<file path="config.mk">
export PLATFORM = sky130hd
export DESIGN_NAME = phy_rx_deframer_flat
export DESIGN_NICKNAME = d
export VERILOG_FILES = /design/src/rtl/phy_rx_deframer_pkg.sv /design/src/rtl/phy_rx_deframer_if.sv /design/src/rtl/phy_rx_deframer_collector.sv /design/src/rtl/phy_rx_deframer.sv /design/src/flat_wrapper.sv
export SDC_FILE = /design/constraint.sdc
export NUM_CORES = 1
export LEC_CHECK = 0
export CORE_MARGIN = 3
export CORE_UTILIZATION = 50
export CTS_CLUSTER_SIZE = 10
export DETAILED_ROUTE_END_ITERATION = 8
export GPL_TIMING_DRIVEN = 0
export HOLD_SLACK_MARGIN = 0.06
export PLACE_DENSITY = 0.7
export SKIP_LAST_GASP = 1
export SYNTH_ARGS = -nofsm -noshare
export SYNTH_HDL_FRONTEND = slang
export SYNTH_HIERARCHICAL = 1
export SYNTH_SLANG_ARGS = --single-unit
</file>
<file path="constraint.sdc">
create_clock -name inClock -period 3.1 [get_ports inClock]
set_input_delay 0.62 -clock inClock [delete_from_list [all_inputs] [get_ports inClock]]
set_output_delay 0.62 -clock inClock [all_outputs]
set_load 0.05 [all_outputs]
</file>
<file path="src/rtl/phy_rx_deframer_pkg.sv">
// Shared types and constants for the receive-side PHY deframer.
package phy_rx_pkg;

  typedef enum logic [1:0] {
    HUNT    = 2'd0,
    SFD     = 2'd1,
    PHR     = 2'd2,
    PAYLOAD = 2'd3
  } state_t;

  localparam logic [7:0]  SFD_DEFAULT     = 8'hA7;
  localparam int unsigned MAX_LEN_DEFAULT = 32'd127;
  localparam int unsigned NIB_W           = 32'd4;
  localparam int unsigned LEN_W           = 32'd7;

  // A zero-length frame carries nothing and is treated as corrupt.
  function automatic logic len_legal(input logic [LEN_W-1:0] len, input int unsigned max_len);
    return (len != 7'd0) && ({25'd0, len} <= max_len);
  endfunction

endpackage

</file>
<file path="src/rtl/phy_rx_deframer_if.sv">
// Bit-stream input and nibble/status output bundle of the deframer.
interface phy_rx_deframer_if;
  import phy_rx_pkg::*;

  logic             inBit;
  logic             inBitValid;
  logic             inFull;
  logic [NIB_W-1:0] outNibble;
  logic             outNibbleValid;
  logic [LEN_W-1:0] outLength;
  logic             outFrameStart;
  logic             outFrameDone;
  logic             outFrameError;
  logic             outBusy;

  modport master (
    output inBit, inBitValid, inFull,
    input  outNibble, outNibbleValid, outLength,
    input  outFrameStart, outFrameDone, outFrameError, outBusy
  );

  modport slave (
    input  inBit, inBitValid, inFull,
    output outNibble, outNibbleValid, outLength,
    output outFrameStart, outFrameDone, outFrameError, outBusy
  );

endinterface

</file>
<file path="src/rtl/phy_rx_deframer_collector.sv">
// LSB-first shift collector; o_word already contains the bit being strobed in,
// so o_group_done and o_word are valid together in the strobe cycle.
module phy_bit_collector
  import phy_rx_pkg::*;
(
  input  logic       i_clk,
  input  logic       i_rst_n,
  input  logic       i_clear,
  input  logic       i_shift,
  input  logic       i_bit,
  input  logic       i_nibble_mode,
  output logic [7:0] o_word,
  output logic       o_group_done
);

  logic [7:0] r_data;
  logic [2:0] r_cnt;
  logic [2:0] w_last;
  logic [7:0] w_word;

  assign w_last       = i_nibble_mode ? 3'd3 : 3'd7;
  assign o_group_done = i_shift && (r_cnt == w_last);
  assign o_word       = w_word;

  // Merge the incoming bit into its slot of the partially collected group.
  always_comb begin
    w_word = r_data;
    if (i_shift) begin
      w_word[r_cnt] = i_bit;
    end else begin
      w_word = r_data;
    end
  end

  // Group storage and bit position; a completed group restarts empty.
  always_ff @(posedge i_clk or negedge i_rst_n) begin
    if (!i_rst_n) begin
      r_data <= 8'd0;
      r_cnt  <= 3'd0;
    end else if (i_clear) begin
      r_data <= 8'd0;
      r_cnt  <= 3'd0;
    end else if (i_shift) begin
      if (o_group_done) begin
        r_data <= 8'd0;
        r_cnt  <= 3'd0;
      end else begin
        r_data <= w_word;
        r_cnt  <= r_cnt + 3'd1;
      end
    end else begin
      r_data <= r_data;
      r_cnt  <= r_cnt;
    end
  end

endmodule

</file>
<file path="src/rtl/phy_rx_deframer.sv">
// Receive deframer: preamble hunt, SFD match, PHR length parse, payload
// nibble delivery to the output FIFO, with inactivity and overflow aborts.
module phy_rx_deframer
  import phy_rx_pkg::*;
#(
  parameter int unsigned PREAMBLE_BITS = 32'd32,
  parameter logic [7:0]  SFD_VALUE     = SFD_DEFAULT,
  parameter int unsigned MAX_LEN       = MAX_LEN_DEFAULT,
  parameter int unsigned TIMEOUT_CYC   = 32'd4096
) (
  input  logic             inClock,
  input  logic             inReset,
  phy_rx_deframer_if.slave bus
);

  localparam int unsigned ZW = $clog2(PREAMBLE_BITS + 32'd1);
  localparam int unsigned IW = $clog2(TIMEOUT_CYC);
  localparam logic [ZW-1:0] PRE_SAT  = ZW'(PREAMBLE_BITS);
  localparam logic [IW-1:0] IDLE_LIM = IW'(TIMEOUT_CYC - 32'd1);

  state_t           r_state;
  logic [ZW-1:0]    r_zero;
  logic [IW-1:0]    r_idle;
  logic [7:0]       r_nib_remain;
  logic [LEN_W-1:0] r_len;
  logic [NIB_W-1:0] r_nibble;
  logic             r_nib_valid;
  logic             r_start;
  logic             r_done;
  logic             r_err;
  logic             r_busy;

  logic             w_strobe;
  logic             w_seed;
  logic             w_timeout;
  logic             w_clear;
  logic [7:0]       w_word;
  logic             w_grp_done;
  logic [LEN_W-1:0] w_len;

  assign w_strobe  = bus.inBitValid;
  assign w_seed    = (r_state == HUNT) && w_strobe && bus.inBit && (r_zero >= PRE_SAT);
  // A strobe arriving exactly at the limit keeps the frame alive.
  assign w_timeout = (r_state != HUNT) && (r_idle == IDLE_LIM) && !w_strobe;
  assign w_clear   = ((r_state == HUNT) && !w_seed) || w_timeout;
  assign w_len     = w_word[LEN_W-1:0];

  phy_bit_collector u_collector (
    .i_clk         (inClock),
    .i_rst_n       (inReset),
    .i_clear       (w_clear),
    .i_shift       (w_strobe),
    .i_bit         (bus.inBit),
    .i_nibble_mode (r_state == PAYLOAD),
    .o_word        (w_word),
    .o_group_done  (w_grp_done)
  );

  assign bus.outNibble      = r_nibble;
  assign bus.outNibbleValid = r_nib_valid;
  assign bus.outLength      = r_len;
  assign bus.outFrameStart  = r_start;
  assign bus.outFrameDone   = r_done;
  assign bus.outFrameError  = r_err;
  assign bus.outBusy        = r_busy;

  // Frame parser FSM with registered status pulses and nibble output.
  always_ff @(posedge inClock or negedge inReset) begin
    if (!inReset) begin
      r_state      <= HUNT;
      r_zero       <= '0;
      r_idle       <= '0;
      r_nib_remain <= 8'd0;
      r_len        <= 7'd0;
      r_nibble     <= 4'd0;
      r_nib_valid  <= 1'b0;
      r_start      <= 1'b0;
      r_done       <= 1'b0;
      r_err        <= 1'b0;
      r_busy       <= 1'b0;
    end else begin
      r_nib_valid <= 1'b0;
      r_start     <= 1'b0;
      r_done      <= 1'b0;
      r_err       <= 1'b0;
      if (w_timeout) begin
        r_err   <= 1'b1;
        r_state <= HUNT;
        r_busy  <= 1'b0;
        r_zero  <= '0;
        r_idle  <= '0;
      end else begin
        if ((r_state == HUNT) || w_strobe) begin
          r_idle <= '0;
        end else begin
          r_idle <= r_idle + IW'(1);
        end
        case (r_state)
          HUNT: begin
            if (w_strobe) begin
              if (!bus.inBit) begin
                r_zero <= (r_zero >= PRE_SAT) ? PRE_SAT : (r_zero + ZW'(1));
              end else if (w_seed) begin
                r_zero  <= '0;
                r_state <= SFD;
                r_busy  <= 1'b1;
              end else begin
                r_zero <= '0;
              end
            end
          end
          SFD: begin
            if (w_grp_done) begin
              if (w_word == SFD_VALUE) begin
                r_start <= 1'b1;
                r_state <= PHR;
              end else begin
                r_state <= HUNT;
                r_busy  <= 1'b0;
              end
            end
          end
          PHR: begin
            if (w_grp_done) begin
              if (len_legal(w_len, MAX_LEN)) begin
                r_len        <= w_len;
                r_nib_remain <= {w_len, 1'b0};
                r_state      <= PAYLOAD;
              end else begin
                r_err   <= 1'b1;
                r_state <= HUNT;
                r_busy  <= 1'b0;
              end
            end
          end
          PAYLOAD: begin
            if (w_grp_done) begin
              if (bus.inFull) begin
                r_err   <= 1'b1;
                r_state <= HUNT;
                r_busy  <= 1'b0;
              end else begin
                r_nibble     <= w_word[NIB_W-1:0];
                r_nib_valid  <= 1'b1;
                r_nib_remain <= r_nib_remain - 8'd1;
                if (r_nib_remain == 8'd1) begin
                  r_done  <= 1'b1;
                  r_state <= HUNT;
                  r_busy  <= 1'b0;
                end
              end
            end
          end
          default: begin
            r_state <= HUNT;
            r_busy  <= 1'b0;
            r_zero  <= '0;
          end
        endcase
      end
    end
  end

endmodule
</file>
<file path="src/flat_wrapper.sv">
// flat-port wrapper written by rule: the top's interface ports become plain ports
module phy_rx_deframer_flat import phy_rx_pkg::*;
#(
  parameter int unsigned PREAMBLE_BITS = 32'd32,
  parameter logic [7:0]  SFD_VALUE     = SFD_DEFAULT,
  parameter int unsigned MAX_LEN       = MAX_LEN_DEFAULT,
  parameter int unsigned TIMEOUT_CYC   = 32'd4096
)
  (inClock, inReset, bus_inBit, bus_inBitValid, bus_inFull, bus_outNibble, bus_outNibbleValid, bus_outLength, bus_outFrameStart, bus_outFrameDone, bus_outFrameError, bus_outBusy);
  phy_rx_deframer_if bus_i ();
  input  logic inClock;
  input  logic inReset;
  input wire logic [$bits(bus_i.inBit)-1:0] bus_inBit;
  input wire logic [$bits(bus_i.inBitValid)-1:0] bus_inBitValid;
  input wire logic [$bits(bus_i.inFull)-1:0] bus_inFull;
  output wire logic [$bits(bus_i.outNibble)-1:0] bus_outNibble;
  output wire logic [$bits(bus_i.outNibbleValid)-1:0] bus_outNibbleValid;
  output wire logic [$bits(bus_i.outLength)-1:0] bus_outLength;
  output wire logic [$bits(bus_i.outFrameStart)-1:0] bus_outFrameStart;
  output wire logic [$bits(bus_i.outFrameDone)-1:0] bus_outFrameDone;
  output wire logic [$bits(bus_i.outFrameError)-1:0] bus_outFrameError;
  output wire logic [$bits(bus_i.outBusy)-1:0] bus_outBusy;
  assign bus_i.inBit = bus_inBit;
  assign bus_i.inBitValid = bus_inBitValid;
  assign bus_i.inFull = bus_inFull;
  assign bus_outNibble = bus_i.outNibble;
  assign bus_outNibbleValid = bus_i.outNibbleValid;
  assign bus_outLength = bus_i.outLength;
  assign bus_outFrameStart = bus_i.outFrameStart;
  assign bus_outFrameDone = bus_i.outFrameDone;
  assign bus_outFrameError = bus_i.outFrameError;
  assign bus_outBusy = bus_i.outBusy;
  phy_rx_deframer #(.PREAMBLE_BITS(PREAMBLE_BITS), .SFD_VALUE(SFD_VALUE), .MAX_LEN(MAX_LEN), .TIMEOUT_CYC(TIMEOUT_CYC)) u_core (.inClock(inClock), .inReset(inReset), .bus(bus_i));
endmodule
</file>
# Yosys cells after proc, flatten, opt, wreduce, memory -nomap -nowiden
# Index checks and enable logic that the tools add are counted.
[word_totals]
reg_bits = 55
input_bits = 5
wordCells = 133
[classes]
add_sub_neg = 4
n_lt_le_gt_ge = 3
n_eq_ne = 20
mux = 66
n_bitwise = 2
reduce_logical = 25
[op_table]
columns = ["operator", "count"]
rows = [
  ["$mux W8", 8],
  ["$mux W1", 30],
  ["$mux W6", 5],
  ["$mux W12", 2],
  ["$mux W2", 11],
  ["$ne A3 B2 Y1 const B", 6],
  ["$pmux W8 S2", 1],
  ["$add A12 B1 Y12 const B", 1],
  ["$eq A12 B12 Y1 const B", 1],
  ["$mux W3", 4],
  ["$reduce_bool A2 Y1", 5],
  ["$reduce_and A9 Y1", 1],
  ["$bwmux W8", 1],
  ["$eq A8 B1 Y1 const B", 1],
  ["$eq A8 B8 Y1 const B", 1],
  ["$logic_and A1 B1 Y1", 8],
  ["$pmux W2 S4", 1],
  ["$reduce_and A4 Y1", 2],
  ["$sub A8 B1 Y8 const B", 1],
  ["$reduce_and A7 Y1", 1],
  ["$reduce_bool A7 Y1", 1],
  ["$add A6 B1 Y6 const B", 1],
  ["$ge A6 B6 Y1 const B", 1],
  ["$ne A3 B1 Y1 const B", 2],
  ["other kinds (18)", 24],
]

# Logic depth before layout (Yosys ltp)
[logic_depth]
depth_word = 11
mapped_depth = 9
mapped_depth_nobuf = 8

# Cells and area by module
# The synthesis kept the hierarchy.
[modules_own_cells]
columns = ["module", "instances", "cells_each", "area_each_um2", "seq_area_each_um2"]
rows = [
  ["phy_rx_deframer", 1, 220, 2208.4, 1101.1],
  ["phy_bit_collector", 1, 57, 683.2, 275.3],
]

# Worst setup path after synthesis
# Ideal clock, no wire load.
[synth_path]
kind = "input to register"
start = "input port bus_inBitValid"
end = "register u_core.r_nib_remain[7]"
t_arrival_ps = 2467
required_ps = 2980
setup_slack_ps = 513
cell_stages = 8
path_cell_list = "buf_4 > nand4b_1 > mux2_2 > or4_4 > o311a_1 > o211ai_2 > a21oi_1 > o22a_2"
[synth_via]
elab_chain_cells = 4
elab_cells_between_ends = 13
cone_classes = "eq/ne (3); mux (4); bitwise (1); reduce/logical (5)"
[synth_rtl]
columns = ["element", "line", "rtl"]
rows = [
  ["start: declaration", "flat_wrapper.sv:14", "input wire logic [$bits(bus_i.inBitValid)-1:0] bus_inBitValid;"],
  ["$mux W8", "phy_rx_deframer_collector.sv:28", "if (i_shift) begin"],
  ["named net u_core.w_word[5]", "phy_rx_deframer.sv:37", "logic [7:0] w_word;"],
  ["$reduce_bool A7 Y1", "phy_rx_deframer_pkg.sv:18", "return (len != 7'd0) && ({25'd0, len} <= max_len);"],
  ["$ne A2 B1 Y1 (no source line)", "-", ""],
  ["$reduce_and A6 Y1 (no source line)", "-", ""],
  ["end signal: assignment", "phy_rx_deframer.sv:127", "r_nib_remain <= {w_len, 1'b0};"],
  ["end signal: assignment", "phy_rx_deframer.sv:145", "r_nib_remain <= r_nib_remain - 8'd1;"],
  ["end: declaration", "phy_rx_deframer.sv:24", "logic [7:0] r_nib_remain;"],
]
# The timed path passes the listed nets, and every way through them passes these cells. The select of a mux whose other input is x is not followed.
# A chain may end at the register's enable or synchronous reset.

# Worst setup path in the final report
[layout_path]
start = "input port bus_inBit"
end = "register u_core.r_nib_remain[4]"
[layout_via]
elab_chain_cells = 5
elab_cells_between_ends = 8
cone_classes = "eq/ne (1); mux (5); reduce/logical (2)"
[layout_rtl]
columns = ["element", "line", "rtl"]
rows = [
  ["start: declaration", "flat_wrapper.sv:13", "input wire logic [$bits(bus_i.inBit)-1:0] bus_inBit;"],
  ["$bwmux W8", "phy_rx_deframer_collector.sv:29", "w_word[r_cnt] = i_bit;"],
  ["$mux W8", "phy_rx_deframer_collector.sv:28", ""],
  ["named net u_core.w_word[5]", "phy_rx_deframer.sv:37", ""],
  ["$reduce_bool A7 Y1", "phy_rx_deframer_pkg.sv:18", ""],
  ["$ne A2 B1 Y1 (no source line)", "-", ""],
  ["$reduce_and A6 Y1 (no source line)", "-", ""],
]
# The timed path passes the listed nets, and every way through them passes these cells. The select of a mux whose other input is x is not followed.

==> results.sh <==
export IMPL_final_area_um2=3287
export IMPL_r2r_slack_ns=0.34
export IMPL_cap_viol_max_count=0
export IMPL_path_cells="clkdlybuf4s50_1, mux2_2, or4_4, o311a_1, o211ai_2, buf_6, o21ai_0"
export IMPL_postSynthRegisterBits=55
export IMPL_ff_latch_area_um2=1376
export IMPL_final_setup_skew_ns=0.01317
export IMPL_worst_slack_ns=0.2034
export IMPL_synth_top_family_by_area="simple AND/OR/NAND/NOR gates"
export IMPL_grt_antenna_before_repair=0
export IMPL_relSlewSlack_pct=61.77
export IMPL_arrival_ns=3.11
export IMPL_crit_cells=7
export IMPL_rsz0062_at_grt="no"
export IMPL_firstDrtPassIters=4
export IMPL_start_util_pct=52.19
export IMPL_endpoint="u_core/r_nib_remain[4]"
export IMPL_cts_reportedPaths_clkPinSlew_ns=0.11
export IMPL_path_buf_inv=2
export IMPL_synth_compound_area_share_pct=13.93
export IMPL_wl_mm=5.828
export IMPL_min_period_over_period_pct=93.44
export IMPL_grt_pass1_wl_mm=9.991
export IMPL_coreArea_um2=5540
export IMPL_synth_edf_count=0
export IMPL_pwr_share_seq_pct=61.0
export IMPL_drive_gt1_share_pct=16.01
export IMPL_cts_setup_buffers=0
export IMPL_crit_path_start_kind="input pin"
export IMPL_pwr_share_clk_pct=34.7
export IMPL_pwr_share_comb_pct=4.3
export IMPL_p_switching_mw=0.2866
export IMPL_r2r_start="u_core/r_state[0]"
export IMPL_worst_slew_pin_transition_ns=0.5714
export IMPL_setup_violations=0
export IMPL_clk_latency_ns=0.32
export IMPL_startpoint="bus_inBit"
export IMPL_diodes=0
export IMPL_wire_per_inst_um=15.42
export IMPL_slew_violations=0
export IMPL_row_count=27
export IMPL_drtIter0Drc=141
export IMPL_timing_rr_end="u_core/bus.outBusy"
export IMPL_synth_ff_type="dfrtp_1"
export IMPL_synthArstFlopShare_pct=100.0
export IMPL_gp_congestion=0.7881
export IMPL_yosys_warnings=6
export IMPL_fmax_ghz=0.3452
export IMPL_max_stage_delay_ns=0.65
export IMPL_die_w_um=82.05
export IMPL_yosysSeqAreaShare_pct=47.60
export IMPL_viasPerCell=5.638
export IMPL_die_h_um=82.05
export IMPL_avgSynthCellArea_um2=10.44
export IMPL_hold_viol=0
export IMPL_critPathRequiredTime_ns=3.31
export IMPL_root_buffer="clkbuf_8"
export IMPL_netlist_area_um2=2892
export IMPL_cp_slowest_cell="clkdlybuf4s50_1"
export IMPL_r2r_cells=9
export IMPL_htree_levels=2
export IMPL_grt_pass1_vias=2079
export IMPL_die_area_um2=6731
export IMPL_switching_share_pct=24.10
export IMPL_multi_input_area_um2=1428
export IMPL_synthXorXnorAreaFrac_pct=2.726
export IMPL_portBuffers=20
export IMPL_critPathCaptureType="flip-flop"
export IMPL_cts_sinks=55
export IMPL_grt_overflow=0
export IMPL_fillCellCount=491
export IMPL_io_pins=21
export IMPL_synth_nets=288
export IMPL_cts_buffers_inserted=5
export IMPL_preCtsSetupSlack_ns=-0.3674
export IMPL_synthMuxAreaShare_pct=8.957
export IMPL_hpwl_mm=4.105
export IMPL_grt_max_degree=34
export IMPL_ant_nets=0
export IMPL_cts_buffer_depth=2
export IMPL_path_class="in -> reg"
export IMPL_cp_max_fo=13
export IMPL_hp_class="in -> async"
export IMPL_nets=316
export IMPL_ctsHoldBuffers=0
export IMPL_fin_crit_ns=2.897
export IMPL_power_density_nw_per_um2=361.9
export IMPL_netlist_instances=277
export IMPL_leakagePower_nw=1.484
export IMPL_synth_fa_ha_area_share_pct=2.596
export IMPL_holdWs_ns=0.2669
export IMPL_p_int_mw=0.9028
export IMPL_finalSetupTns_ns=0
export IMPL_yosysUniqueCellTypes=50
export IMPL_ir_worst_vdd_uv=213.4
export IMPL_cts_tree="built"
export IMPL_dpl_cell_area_um2=3197
export IMPL_synthSimpleGateAreaFrac_pct=21.16
export IMPL_num_vias=2131
export IMPL_p_total_mw=1.189
export IMPL_cp_top_family="buffers and inverters"
export IMPL_drc=0
export IMPL_area_delta_synth_final_pct=13.67
export IMPL_track_usage_pct=19.47
export IMPL_status="complete, no violations"
registers in the layout, indices dropped and copies added, names as in the netlist:
register and count:
u_core/bus.outNibble 4, u_core/r_zero 6, u_core/u_collector/r_cnt 3, u_core/bus.outFrameStart 1, u_core/bus.outLength 7, u_core/bus.outBusy 1
u_core/r_state 2, u_core/u_collector/r_data 8, u_core/r_nib_remain 8, u_core/r_idle 12, u_core/bus.outFrameError 1, u_core/bus.outFrameDone 1
u_core/bus.outNibbleValid 1
cell usage after synthesis (2+ instances only):
library cell   n  area [µm²]
nand4b_1       4       35.03
and3_1         5       31.28
nand3_1        9       45.04
mux2_4         4       60.06
xnor2_1        3       26.28
inv_1          6       22.52
mux2_2        15       168.9
ha_1           6       75.07
o21ai_0       12       60.06
a32o_1         8       80.08
a41oi_1        2       17.52
o21ai_2        5       43.79
mux2i_1        3       30.03
and2_1         2       12.51
nand4_1        3       18.77
or3_1          5       31.28
a211oi_1       2       15.01
nand3_2        2       20.02
buf_6          2       22.52
nor3_1         5       25.02
and4_1         2       17.52
a31oi_1        2       12.51
a21oi_1       17       85.08
o21a_1         2       15.01
clkbuf_1       6       22.52
nor2b_1        3       18.77
nor3b_1        2       15.01
and4bb_1       3       37.54
buf_4          2       15.01
o31ai_1        2       15.01
nand2b_1       3       18.77
dfrtp_1       55        1376
nand2_1       17       63.81
nor2_1        35       131.4
nor4_1         3       18.77
xor2_1         6       52.55
worst reg2reg max path, delay by kind of cell, from the launching register on:
family	cells	cell delay [ns]
buf+inv	2	0.60
xor+xnor	1	0.14
compound gates	4	0.88
simple gates	2	0.66
flops	1	0.38
power by group through the flow:
stage | combinational (mW) | clock, mW | sequential, mW
final | 0.0510 | 0.413 | 0.726
after global routing | 0.0570 | 0.460 | 0.727
after CTS | 0.0526 | 0.431 | 0.726
after detailed placement | 0.0532 | 0 | 0.740
after global placement | 0.0481 | 0 | 0.740
after floorplan | 0.0204 | 0 | 0.739
cell type report:
class / count / area share, %
buffer: 11 / 1.979
clock buffer: 5 / 2.094
clock inverter: 3 / 0.6852
inverter: 6 / 0.6852
multi-input combinational: 205 / 43.43
sequential: 55 / 41.87
tap: 72 / 2.741
timing repair buffer: 21 / 6.509
logic make-up (layout without fill, tap and decap cells):
logic type | Yosys count | after routing
AO/OA/AOI/OAI | 58 | 58
XOR/XNOR | 9 | 9
adder cells (fa/ha/maj) | 6 | 6
buffers and inverters | 17 | 46
flip-flops | 55 | 55
multiplexers | 22 | 22
AND/OR/NAND/NOR | 110 | 110
cell usage in the layout, fill, tap and decap left out, types with 4 or more instances in the layout:
cell / count
clkbuf_1: 6
clkbuf_8: 5
inv_1: 6
ha_1: 6
dfrtp_1: 55
nand4b_1: 4
mux2_2: 15
a32o_1: 8
nor3_1: 5
or3_1: 5
xor2_1: 6
and3_1: 5
nand3_1: 9
nand2_1: 17
nor2_1: 35
o21ai_0: 12
a21oi_1: 17
clkdlybuf4s50_1: 18
o21ai_2: 5
mux2_4: 4
per-layer routing:
metal	up-vias	share of wire [%]	routed length [µm]	track usage [%]
li1	1068	-	-	-
met1	1018	49	2875	27.02
met2	36	45	2638	30.21
met3	9	3.4	197	4.276
met4	0	2.0	117	6.478
met5	-	0	0	0
stage by stage:
stage               cells  util (%)
finish                378     59.33
global route          378     59.33
CTS                   378     59.33
detailed placement    370     57.70
global placement      369     57.43
floorplan             277         -
worst min-delay path by stage:
stage,start,cells after the start,slack [ns],to
floorplan,inReset,0,0.32,u_core/bus.outBusy
global route,inReset,1,0.30,u_core/r_nib_remain[1]
global placement,u_core/u_collector/r_data[7],1,0.47,u_core/u_collector/r_data[7]
detailed placement,u_core/u_collector/r_data[7],1,0.48,u_core/u_collector/r_data[7]
CTS,inReset,1,0.28,u_core/r_nib_remain[1]
finish,inReset,1,0.27,u_core/r_nib_remain[1]
repair_timing:
action | 4_1_cts | 5_1_grt
resized for setup | 1 | 0
hold endpoints to repair | 0 | 0
setup endpoints to repair | 6 | 0
No activity file was read; power rests on OpenSTA's default activity.
